File: config.mk
export PLATFORM = sky130hd
export DESIGN_NAME = hash_job_controller_flat
export DESIGN_NICKNAME = d
export VERILOG_FILES = /design/src/rtl/hash_job_controller_if.sv /design/src/rtl/hash_job_controller.sv /design/src/flat_wrapper.sv
export SDC_FILE = /design/constraint.sdc
export NUM_CORES = 1
export LEC_CHECK = 0
export CAP_MARGIN = 5
export CORE_MARGIN = 1.5
export CORE_UTILIZATION = 42
export DETAILED_ROUTE_END_ITERATION = 8
export PLACE_DENSITY_LB_ADDON = 0.25
export SLEW_MARGIN = 20
export SYNTH_ARGS = -nofsm -noshare
export SYNTH_HDL_FRONTEND = slang
export SYNTH_SLANG_ARGS = --single-unit
File: constraint.sdc
create_clock -name clk -period 5.9 [get_ports clk]
set_input_delay 1.18 -clock clk [delete_from_list [all_inputs] [get_ports clk]]
set_output_delay 1.18 -clock clk [all_outputs]
set_load 0.05 [all_outputs]
File: src/rtl/hash_job_controller_if.sv
// Bundles host stream, result, hasher handshake and memory port of the job controller.
// master = controller side, slave = host/hasher/memory side.
// Widths are fixed by the memory map (16-bit address, 32-bit data, 4-bit nonce index).
`timescale 1ns/1ps
interface hash_job_controller_if;
  logic        in_valid;
  logic        in_ready;
  logic [31:0] in_data;
  logic [31:0] target;
  logic        hash_start;
  logic        hash_done;
  logic        mem_owner;
  logic        mem_we;
  logic [15:0] mem_addr;
  logic [31:0] mem_write_data;
  logic [31:0] mem_read_data;
  logic        result_valid;
  logic        result_ready;
  logic        result_found;
  logic        result_error;
  logic [3:0]  result_nonce;
  logic [31:0] result_hash;

  modport master (
    input  in_valid, in_data, target, hash_done, mem_read_data, result_ready,
    output in_ready, hash_start, mem_owner, mem_we, mem_addr, mem_write_data,
           result_valid, result_found, result_error, result_nonce, result_hash
  );

  modport slave (
    output in_valid, in_data, target, hash_done, mem_read_data, result_ready,
    input  in_ready, hash_start, mem_owner, mem_we, mem_addr, mem_write_data,
           result_valid, result_found, result_error, result_nonce, result_hash
  );
endinterface

File: src/rtl/hash_job_controller.sv
// Host-side sequencer: loads a header into memory, runs bitcoin_hash, scans its results for the minimum.
// Latency: header word written on its accept edge; start 1 cycle after last word; result 18 cycles after done rises.
// Backpressure: in_ready low from START until the result is taken; the result is held until result_ready.
`timescale 1ns/1ps
module hash_job_controller #(
  parameter int          NUM_WORDS  = 19,
  parameter int          NUM_NONCES = 16,
  parameter logic [15:0] MSG_ADDR   = 16'h0000,
  parameter logic [15:0] OUT_ADDR   = 16'h0100,
  parameter int          TIMEOUT    = 4096
) (
  input logic                   clk,
  input logic                   reset_n,
  hash_job_controller_if.master bus
);
  localparam int TW = $clog2(TIMEOUT);

  typedef enum logic [2:0] {IDLE, LOAD, START, WAIT_BUSY, WAIT_DONE, UNLOAD, REPORT} state_t;

  state_t        state, state_nxt;
  logic [4:0]    wcnt, wcnt_nxt;          // header words accepted so far
  logic [4:0]    rcnt, rcnt_nxt;          // unload cycle index, 0..NUM_NONCES
  logic [TW-1:0] tcnt, tcnt_nxt;          // cycles elapsed since the start pulse
  logic [31:0]   tgt, tgt_nxt;
  logic [31:0]   min_hash, min_hash_nxt;
  logic [3:0]    min_idx, min_idx_nxt;
  logic          err, err_nxt;

  // State and job registers; reset abandons any job in flight.
  always_ff @(posedge clk or negedge reset_n) begin
    if (!reset_n) begin
      state    <= IDLE;
      wcnt     <= '0;
      rcnt     <= '0;
      tcnt     <= '0;
      tgt      <= '0;
      min_hash <= '1;
      min_idx  <= '0;
      err      <= 1'b0;
    end else begin
      state    <= state_nxt;
      wcnt     <= wcnt_nxt;
      rcnt     <= rcnt_nxt;
      tcnt     <= tcnt_nxt;
      tgt      <= tgt_nxt;
      min_hash <= min_hash_nxt;
      min_idx  <= min_idx_nxt;
      err      <= err_nxt;
    end
  end

  // Next-state and output decode; every output is a function of state and the current inputs.
  always_comb begin
    state_nxt          = state;
    wcnt_nxt           = wcnt;
    rcnt_nxt           = rcnt;
    tcnt_nxt           = tcnt;
    tgt_nxt            = tgt;
    min_hash_nxt       = min_hash;
    min_idx_nxt        = min_idx;
    err_nxt            = err;
    bus.in_ready       = 1'b0;
    bus.hash_start     = 1'b0;
    bus.mem_owner      = 1'b1;
    bus.mem_we         = 1'b0;
    bus.mem_addr       = '0;
    bus.mem_write_data = '0;
    bus.result_valid   = 1'b0;
    bus.result_found   = 1'b0;
    bus.result_error   = 1'b0;
    bus.result_nonce   = '0;
    bus.result_hash    = '0;

    unique case (state)
      IDLE, LOAD: begin
        bus.in_ready = 1'b1;
        if (bus.in_valid) begin
          // The write lands on the same edge that accepts the word.
          bus.mem_we         = 1'b1;
          bus.mem_addr       = MSG_ADDR + 16'(wcnt);
          bus.mem_write_data = bus.in_data;
          wcnt_nxt           = wcnt + 5'd1;
          if (state == IDLE) tgt_nxt = bus.target;
          state_nxt = (wcnt == 5'(NUM_WORDS - 1)) ? START : LOAD;
        end
      end
      START: begin
        bus.hash_start = 1'b1;
        bus.mem_owner  = 1'b0;
        // START itself counts as the first elapsed cycle, so a timeout
        // lands exactly TIMEOUT cycles after the start pulse.
        tcnt_nxt       = TW'(1);
        wcnt_nxt       = '0;
        rcnt_nxt       = '0;
        min_hash_nxt   = '1;
        min_idx_nxt    = '0;
        err_nxt        = 1'b0;
        state_nxt      = WAIT_BUSY;
      end
      WAIT_BUSY, WAIT_DONE: begin
        bus.mem_owner = 1'b0;
        tcnt_nxt      = tcnt + TW'(1);
        // done is high while the hasher idles, so it must fall before a rise means completion.
        if (state == WAIT_BUSY && !bus.hash_done) begin
          state_nxt = WAIT_DONE;
        end else if (state == WAIT_DONE && bus.hash_done) begin
          state_nxt = UNLOAD;
        end else if (tcnt == TW'(TIMEOUT - 1)) begin
          state_nxt = REPORT;
          err_nxt   = 1'b1;
        end
      end
      UNLOAD: begin
        if (rcnt < 5'(NUM_NONCES)) bus.mem_addr = OUT_ADDR + 16'(rcnt);
        // Read data trails its address by one cycle; strict compare keeps the lowest index on ties.
        if (rcnt != 5'd0 && bus.mem_read_data < min_hash) begin
          min_hash_nxt = bus.mem_read_data;
          min_idx_nxt  = 4'(rcnt - 5'd1);
        end
        rcnt_nxt = rcnt + 5'd1;
        if (rcnt == 5'(NUM_NONCES)) state_nxt = REPORT;
      end
      REPORT: begin
        bus.result_valid = 1'b1;
        bus.result_error = err;
        bus.result_found = !err && (min_hash < tgt);
        bus.result_nonce = min_idx;
        bus.result_hash  = min_hash;
        if (bus.result_ready) state_nxt = IDLE;
      end
      default: state_nxt = IDLE;
    endcase
  end
endmodule

File: src/flat_wrapper.sv
// flat-port wrapper written by rule: the top's interface ports become plain ports
module hash_job_controller_flat 
#(
  parameter int          NUM_WORDS  = 19,
  parameter int          NUM_NONCES = 16,
  parameter logic [15:0] MSG_ADDR   = 16'h0000,
  parameter logic [15:0] OUT_ADDR   = 16'h0100,
  parameter int          TIMEOUT    = 4096
)
  (clk, reset_n, bus_in_valid, bus_in_data, bus_target, bus_hash_done, bus_mem_read_data, bus_result_ready, bus_in_ready, bus_hash_start, bus_mem_owner, bus_mem_we, bus_mem_addr, bus_mem_write_data, bus_result_valid, bus_result_found, bus_result_error, bus_result_nonce, bus_result_hash);
  hash_job_controller_if bus_i ();
  input logic clk;
  input logic reset_n;
  input wire logic [$bits(bus_i.in_valid)-1:0] bus_in_valid;
  input wire logic [$bits(bus_i.in_data)-1:0] bus_in_data;
  input wire logic [$bits(bus_i.target)-1:0] bus_target;
  input wire logic [$bits(bus_i.hash_done)-1:0] bus_hash_done;
  input wire logic [$bits(bus_i.mem_read_data)-1:0] bus_mem_read_data;
  input wire logic [$bits(bus_i.result_ready)-1:0] bus_result_ready;
  output wire logic [$bits(bus_i.in_ready)-1:0] bus_in_ready;
  output wire logic [$bits(bus_i.hash_start)-1:0] bus_hash_start;
  output wire logic [$bits(bus_i.mem_owner)-1:0] bus_mem_owner;
  output wire logic [$bits(bus_i.mem_we)-1:0] bus_mem_we;
  output wire logic [$bits(bus_i.mem_addr)-1:0] bus_mem_addr;
  output wire logic [$bits(bus_i.mem_write_data)-1:0] bus_mem_write_data;
  output wire logic [$bits(bus_i.result_valid)-1:0] bus_result_valid;
  output wire logic [$bits(bus_i.result_found)-1:0] bus_result_found;
  output wire logic [$bits(bus_i.result_error)-1:0] bus_result_error;
  output wire logic [$bits(bus_i.result_nonce)-1:0] bus_result_nonce;
  output wire logic [$bits(bus_i.result_hash)-1:0] bus_result_hash;
  assign bus_i.in_valid = bus_in_valid;
  assign bus_i.in_data = bus_in_data;
  assign bus_i.target = bus_target;
  assign bus_i.hash_done = bus_hash_done;
  assign bus_i.mem_read_data = bus_mem_read_data;
  assign bus_i.result_ready = bus_result_ready;
  assign bus_in_ready = bus_i.in_ready;
  assign bus_hash_start = bus_i.hash_start;
  assign bus_mem_owner = bus_i.mem_owner;
  assign bus_mem_we = bus_i.mem_we;
  assign bus_mem_addr = bus_i.mem_addr;
  assign bus_mem_write_data = bus_i.mem_write_data;
  assign bus_result_valid = bus_i.result_valid;
  assign bus_result_found = bus_i.result_found;
  assign bus_result_error = bus_i.result_error;
  assign bus_result_nonce = bus_i.result_nonce;
  assign bus_result_hash = bus_i.result_hash;
  hash_job_controller #(.NUM_WORDS(NUM_WORDS), .NUM_NONCES(NUM_NONCES), .MSG_ADDR(MSG_ADDR), .OUT_ADDR(OUT_ADDR), .TIMEOUT(TIMEOUT)) u_core (.clk(clk), .reset_n(reset_n), .bus(bus_i));
endmodule
==> metrics.cfg, run 1 <==
[timing]
slew_violations=0
setup_viol=0
slew_headroom_pct=40.01
finalCriticalPeriod_ns=4.964
worst_clock_skew_ns=0.009563
fin_crit_sh_pct=84.14
setup_tns_ns=0
hold_violations=0
rsz0062_at_grt=false
tightest_slew_ns=0.8971
holdWs_ns=0.4928
max_freq_mhz=201.4

[final_layout]
final_common_cell=clkdlybuf4s50_1
fillers=1278
drive_above_1_share_pct=7.764
final_cell_mix=180 x clkdlybuf4s50_1, 76 x and3_1, 69 x inv_1
finalNetCount=1027
area_delta_synth_final_pct=35.41

[routing]
dr.pass1.iters=6
vias=5618
ant_nets=0
drc=0
drt-total-wl_mm=17.42
drtIter0Drc=263
wire_per_inst_um=16.61
vias_per_cell=5.356

[clocking]
clk_pin_slew_ns=0.07
cts_buffers=9
clk_latency_ns=0.34
clkSinkCount=94
cts_root_buf=clkbuf_16
cts_buffer_depth=2
post_cts_buffers=0
postCtsHoldBufs=0
cts_tree=yes
htree_num_levels=3
ctsResizeCount=0

[yosys]
yosys_warnings=0
synthCells=696
synth-async-reset-ratio_pct=100.0
ys_types=48
synth_area_leaders=dfrtp_1 25%, ha_1 14%, dfstp_2 13%
yosysSeqAreaShare_pct=38.34
synth_top_cell_by_area=dfrtp_1
syn-cell-area_um2=6240
ys.flop_type=dfrtp_1
ys_ff_latch=94
synth_top_area_share_pct=24.86
synth_edf_count=0
postSynthAreaPerCell_um2=8.965

[global_route]
antenna_found_initial=2
grtUsageTotal_pct=22.22
grt_pass1_vias=5612
grt_overflow=0
grt_max_degree=55
grt_pass1_wl_mm=27.91

[hold_path]
min_path_type=reg2reg

[floorplan]
die_h_um=124.9
die_w_um=124.9
start_util_pct=42.93
rows=44
io_pins=192
coreArea_um2=14530
die-area_um2=15600

[worst_setup_path]
cp_top_family=buffers and inverters
cp-start-kind=primary input
cp.buffers_inverters=2
worstPathRequired_ns=4.72
critPathKind=in2out
slowest_stage=clkdlybuf4s50_1
worst_path_most_repeated_cell=clkdlybuf4s50_1
crit_fanout=35
slowest_delay_ns=1.06
end_kind=output port
path_cells=clkdlybuf4s50_1 > and2_1 > a22o_1 > clkdlybuf4s50_1
arrival_ns=3.78

[placed_design]
dp_hpwl_mm=13.25
gp_congestion=0.8905
portBuffers=181

[outcome]
status=finished, final reports clean

[power]
p_leak_nw=4.095
peakVddDrop_mv=0.2823
fin_total_pwr_w=0.004441
powerDensity_nw_per_um2=525.6

[flow_run]
cap_viol_max_count=0

-- worst register-to-register path: cells and delay by family, from the launching register on --
family | cells | cell delay (ns)
mux | 1 | 0.30
buf+inv | 2 | 0.57
compound gates | 4 | 1.53
flops | 1 | 0.55
fa+ha+maj | 1 | 0.28
-- stage by stage --
step | cells | setup slack [ns] | area, um2 | util (%)
6_report | 1049 | 0.9358 | 8449 | 58.14
5_1_grt | 1049 | 0.7945 | 8449 | 58.14
4_1_cts | 1047 | 0.9647 | 8444 | 58.10
3_5_place_dp | 1031 | 0.9630 | 8119 | 55.86
3_3_place_gp | 1031 | 1.093 | 8119 | 55.86
2_1_floorplan | 705 | 2.137 | 6274 | -
-- kinds of logic (layout without fill, tap and decap cells) --
family	after synthesis	after routing	share of synthesized area, %
buffers and inverters	116	274	8.562
AND/OR/NAND/NOR	245	245	20.05
other	1	12	0.06010
XOR/XNOR	6	6	0.8423
multiplexers	39	39	6.377
AO/OA/AOI/OAI	127	127	12.13
adder cells (fa/ha/maj)	68	68	13.64
flip-flops	94	94	38.34
-- final timing paths --
check / start / to / slack (ns) / cells after the start
max: bus_in_valid / bus_mem_addr[1] / 0.94 / 4
min: u_core.min_hash[0] / u_core.min_hash[0] / 0.49 / 2
max reg2reg: u_core.min_hash[1] / u_core.min_hash[3] / 2.58 / 8
min reg2reg: u_core.min_hash[0] / u_core.min_hash[0] / 0.49 / 2
max in group asynchronous: reset_n / u_core.tcnt[3] / 3.92 / 2
min in group asynchronous: reset_n / u_core.tcnt[0] / 0.83 / 1
-- where the power goes --
group / switching (W) / internal, W / leakage [nW]
Sequential: 0.000209 / 0.000999 / 1.13
Clock: 0.000250 / 0.000384 / 0.160
Combinational: 0.00160 / 0.000995 / 2.81
-- synthesized netlist by cell type, types with 4 or more instances --
cell type  number
a22o_1          5
clkbuf_1       30
and3_1         76
nand2_1        48
mux2_2          6
nor2_1         59
dfrtp_1        62
a21oi_1        30
buf_4          11
nand4_1        20
mux2i_1        33
a21o_1         10
a211oi_1        4
nand3_1        16
inv_1          69
dfstp_2        32
nor2b_1         4
ha_1           68
nor3_1          7
nand2b_1        5
o21ai_0        57
-- state kept, by name, summed over array words and instances, names as in the netlist --
name             count
u_core.min_hash     32
u_core.tgt          32
u_core.tcnt         12
u_core.rcnt          5
u_core.wcnt          5
u_core.min_idx       4
u_core.state         3
u_core.err           1
-- layout make-up --
cell class	instances	area (um2)	area share [%]
antenna	2	5.005	0.05923
clock buffer	11	242.7	2.873
clock inverter	5	82.58	0.9773
inverter	70	262.8	3.110
multi-input combinational	495	3372	39.91
sequential	94	2392	28.31
tap	184	230.2	2.725
timing repair buffer	188	1862	22.03
-- routing by layer --
metal	track usage, %	vias up	share of wire (%)
met2	39.79	184	51
met5	0	-	0
met4	8.690	0	2.7
met1	26.28	2689	40
met3	4.081	30	6.2
li1	-	2715	-
No activity file was read; power rests on OpenSTA's default activity.
==> inputs of run 2 (changes only) <==
==> constraint.sdc (replaced) <==
create_clock -name clk -period 4.15 [get_ports clk]
set_input_delay 0.83 -clock clk [delete_from_list [all_inputs] [get_ports clk]]
set_output_delay 0.83 -clock clk [all_outputs]
set_load 0.05 [all_outputs]
==> metrics.cfg, run 2 (synthesized netlist as in run 1, its figures left out) <==
[power]
peakVddDrop_mv=0.3563
p_switching_w=0.002956
p_clk_share_pct=12.5
p_comb_share_pct=59.9
p_sw_share_pct=46.65
powerDensity_nw_per_um2=739.1
pwr-share-seq_pct=27.6
p_int_w=0.003381
p_leak_nw=4.230

[worst_setup_path]
cp_top_family=buffers and inverters
cp-start-kind=register
end_kind=output port
critPathKind=reg2out
cp.buffers_inverters=2
worstPathRequired_ns=3.32
path_cells=nand2b_1 > or2_1 > inv_2 > nor2_1 > clkdlybuf4s50_1
arrival_ns=2.96
crit_fanout=21
r2r_setup_slack_ns=1.00
slowest_delay_ns=0.87
slowest_stage=clkdlybuf4s50_1

[clocking]
cts_root_buf=clkbuf_16
cts_buffer_depth=2
post_cts_buffers=0
clk_latency_ns=0.34
ctsResizeCount=0
cts_tree=yes
htree_num_levels=3
cts_buffers=9
postCtsHoldBufs=0
clk_pin_slew_ns=0.06
clkSinkCount=94

[flow_run]
cap_viol_max_count=0

[routing]
drt-total-wl_mm=17.96
met2_length_mm=9.173
met1_length_mm=7.321
route.met3.wl_mm=1.002
drc=0
dr.pass1.iters=4
routed.top_layer=met4
ant_nets=0
drtIter0Drc=268
vias=5662
wire_per_inst_um=17.07
vias_per_cell=5.382

[floorplan]
rows=44
die_w_um=124.9
io_pins=192
start_util_pct=42.93
die_h_um=124.9
die-area_um2=15600
coreArea_um2=14530

[global_route]
grt_max_degree=43
antenna_found_initial=0
grt_overflow=0
grt_pass1_wl_mm=28.95
grtUsageTotal_pct=23.16
grt_pass1_vias=5788

[timing]
holdWs_ns=0.3738
hold_violations=0
rsz0062_at_grt=false
slew_violations=0
worst_clock_skew_ns=0.006391
fin_crit_sh_pct=91.33
tightest_slew_ns=0.8098
finalCriticalPeriod_ns=3.790
setup_viol=0
slew_headroom_pct=45.85
setup_tns_ns=0
max_freq_mhz=263.9

[final_layout]
final_cell_mix=139 x clkdlybuf4s50_1, 76 x and3_1, 69 x inv_1
fin_area_um2=8573
final_common_cell=clkdlybuf4s50_1
top_regs=u_core.min_hash: 32 flops, u_core.tgt: 32 flops, u_core.tcnt: 12 flops
drive_above_1_share_pct=12.67
finalNetCount=1032
diodes=0
area_delta_synth_final_pct=37.40
fillers=1239
final_cell_count_no_fill=1052

[hold_path]
min_path_type=in2async

[outcome]
status=finished, final reports clean

[placed_design]
dp_hpwl_mm=13.95
dpl_cell_area_um2=8292
portBuffers=181
placed_cells=1036
gp_congestion=0.8861

-- run 2: cell types whose count changed in the layout (fill, tap and decap cells not counted) --
cell	change
buf_4	+27
bufinv_16	-2
clkbuf_1	+3
clkinv_4	-2
clkinv_2	-1
buf_12	+19
clkdlybuf4s50_1	-41
clkbuf_8	+2
diode_2	-2
-- run 2: power by group through the flow --
stage          clock network (W)  logic (W)  registers, W
4_1_cts                 0.000810    0.00382       0.00174
2_1_floorplan                  0    0.00275       0.00160
5_1_grt                 0.000844    0.00418       0.00180
3_3_place_gp                   0    0.00364       0.00173
3_5_place_dp                   0    0.00378       0.00175
6_report                0.000793    0.00379       0.00175
-- run 2: final timing paths --
path                                       from                 end  cells past startpoint
worst max-delay path            u_core.state[1]       bus_mem_owner                      5
worst min register to register  u_core.tcnt[10]     u_core.tcnt[10]                      1
worst min-delay path                    reset_n     u_core.tcnt[10]                      1
max in group asynchronous               reset_n  u_core.min_hash[6]                      2
min in group clk                u_core.tcnt[10]     u_core.tcnt[10]                      1
worst max register to register  u_core.state[1]  u_core.min_hash[4]                      7
-- run 2: final cells by class --
| type | instances | area [um2] | area share (%) |
|---|---|---|---|
| clock buffers | 16 | 281.5 | 3.284 |
| inverters | 70 | 262.8 | 3.065 |
| multi-input cells | 495 | 3372 | 39.33 |
| flip-flops and latches | 94 | 2392 | 27.90 |
| well taps | 184 | 230.2 | 2.685 |
| repair buffers | 193 | 2034 | 23.73 |
-- run 2: per-layer routing --
layer | track usage [%] | up-vias
met5 | 0 | -
met4 | 8.690 | 0
met3 | 4.167 | 37
met2 | 41.89 | 204
met1 | 27.27 | 2692
li1 | - | 2729
-- run 2: through the flow --
| step | setup WS, ns | total power (W) | utilization [%] |
|---|---|---|---|
| floorplan | 0.7375 | 0.004341 | - |
| global placement | 0.7076 | 0.005373 | 57.05 |
| detailed placement | 0.6202 | 0.005536 | 57.05 |
| CTS | 0.4002 | 0.006373 | 58.99 |
| global route | 0.1885 | 0.006825 | 58.99 |
| finish | 0.3600 | 0.006337 | 58.99 |
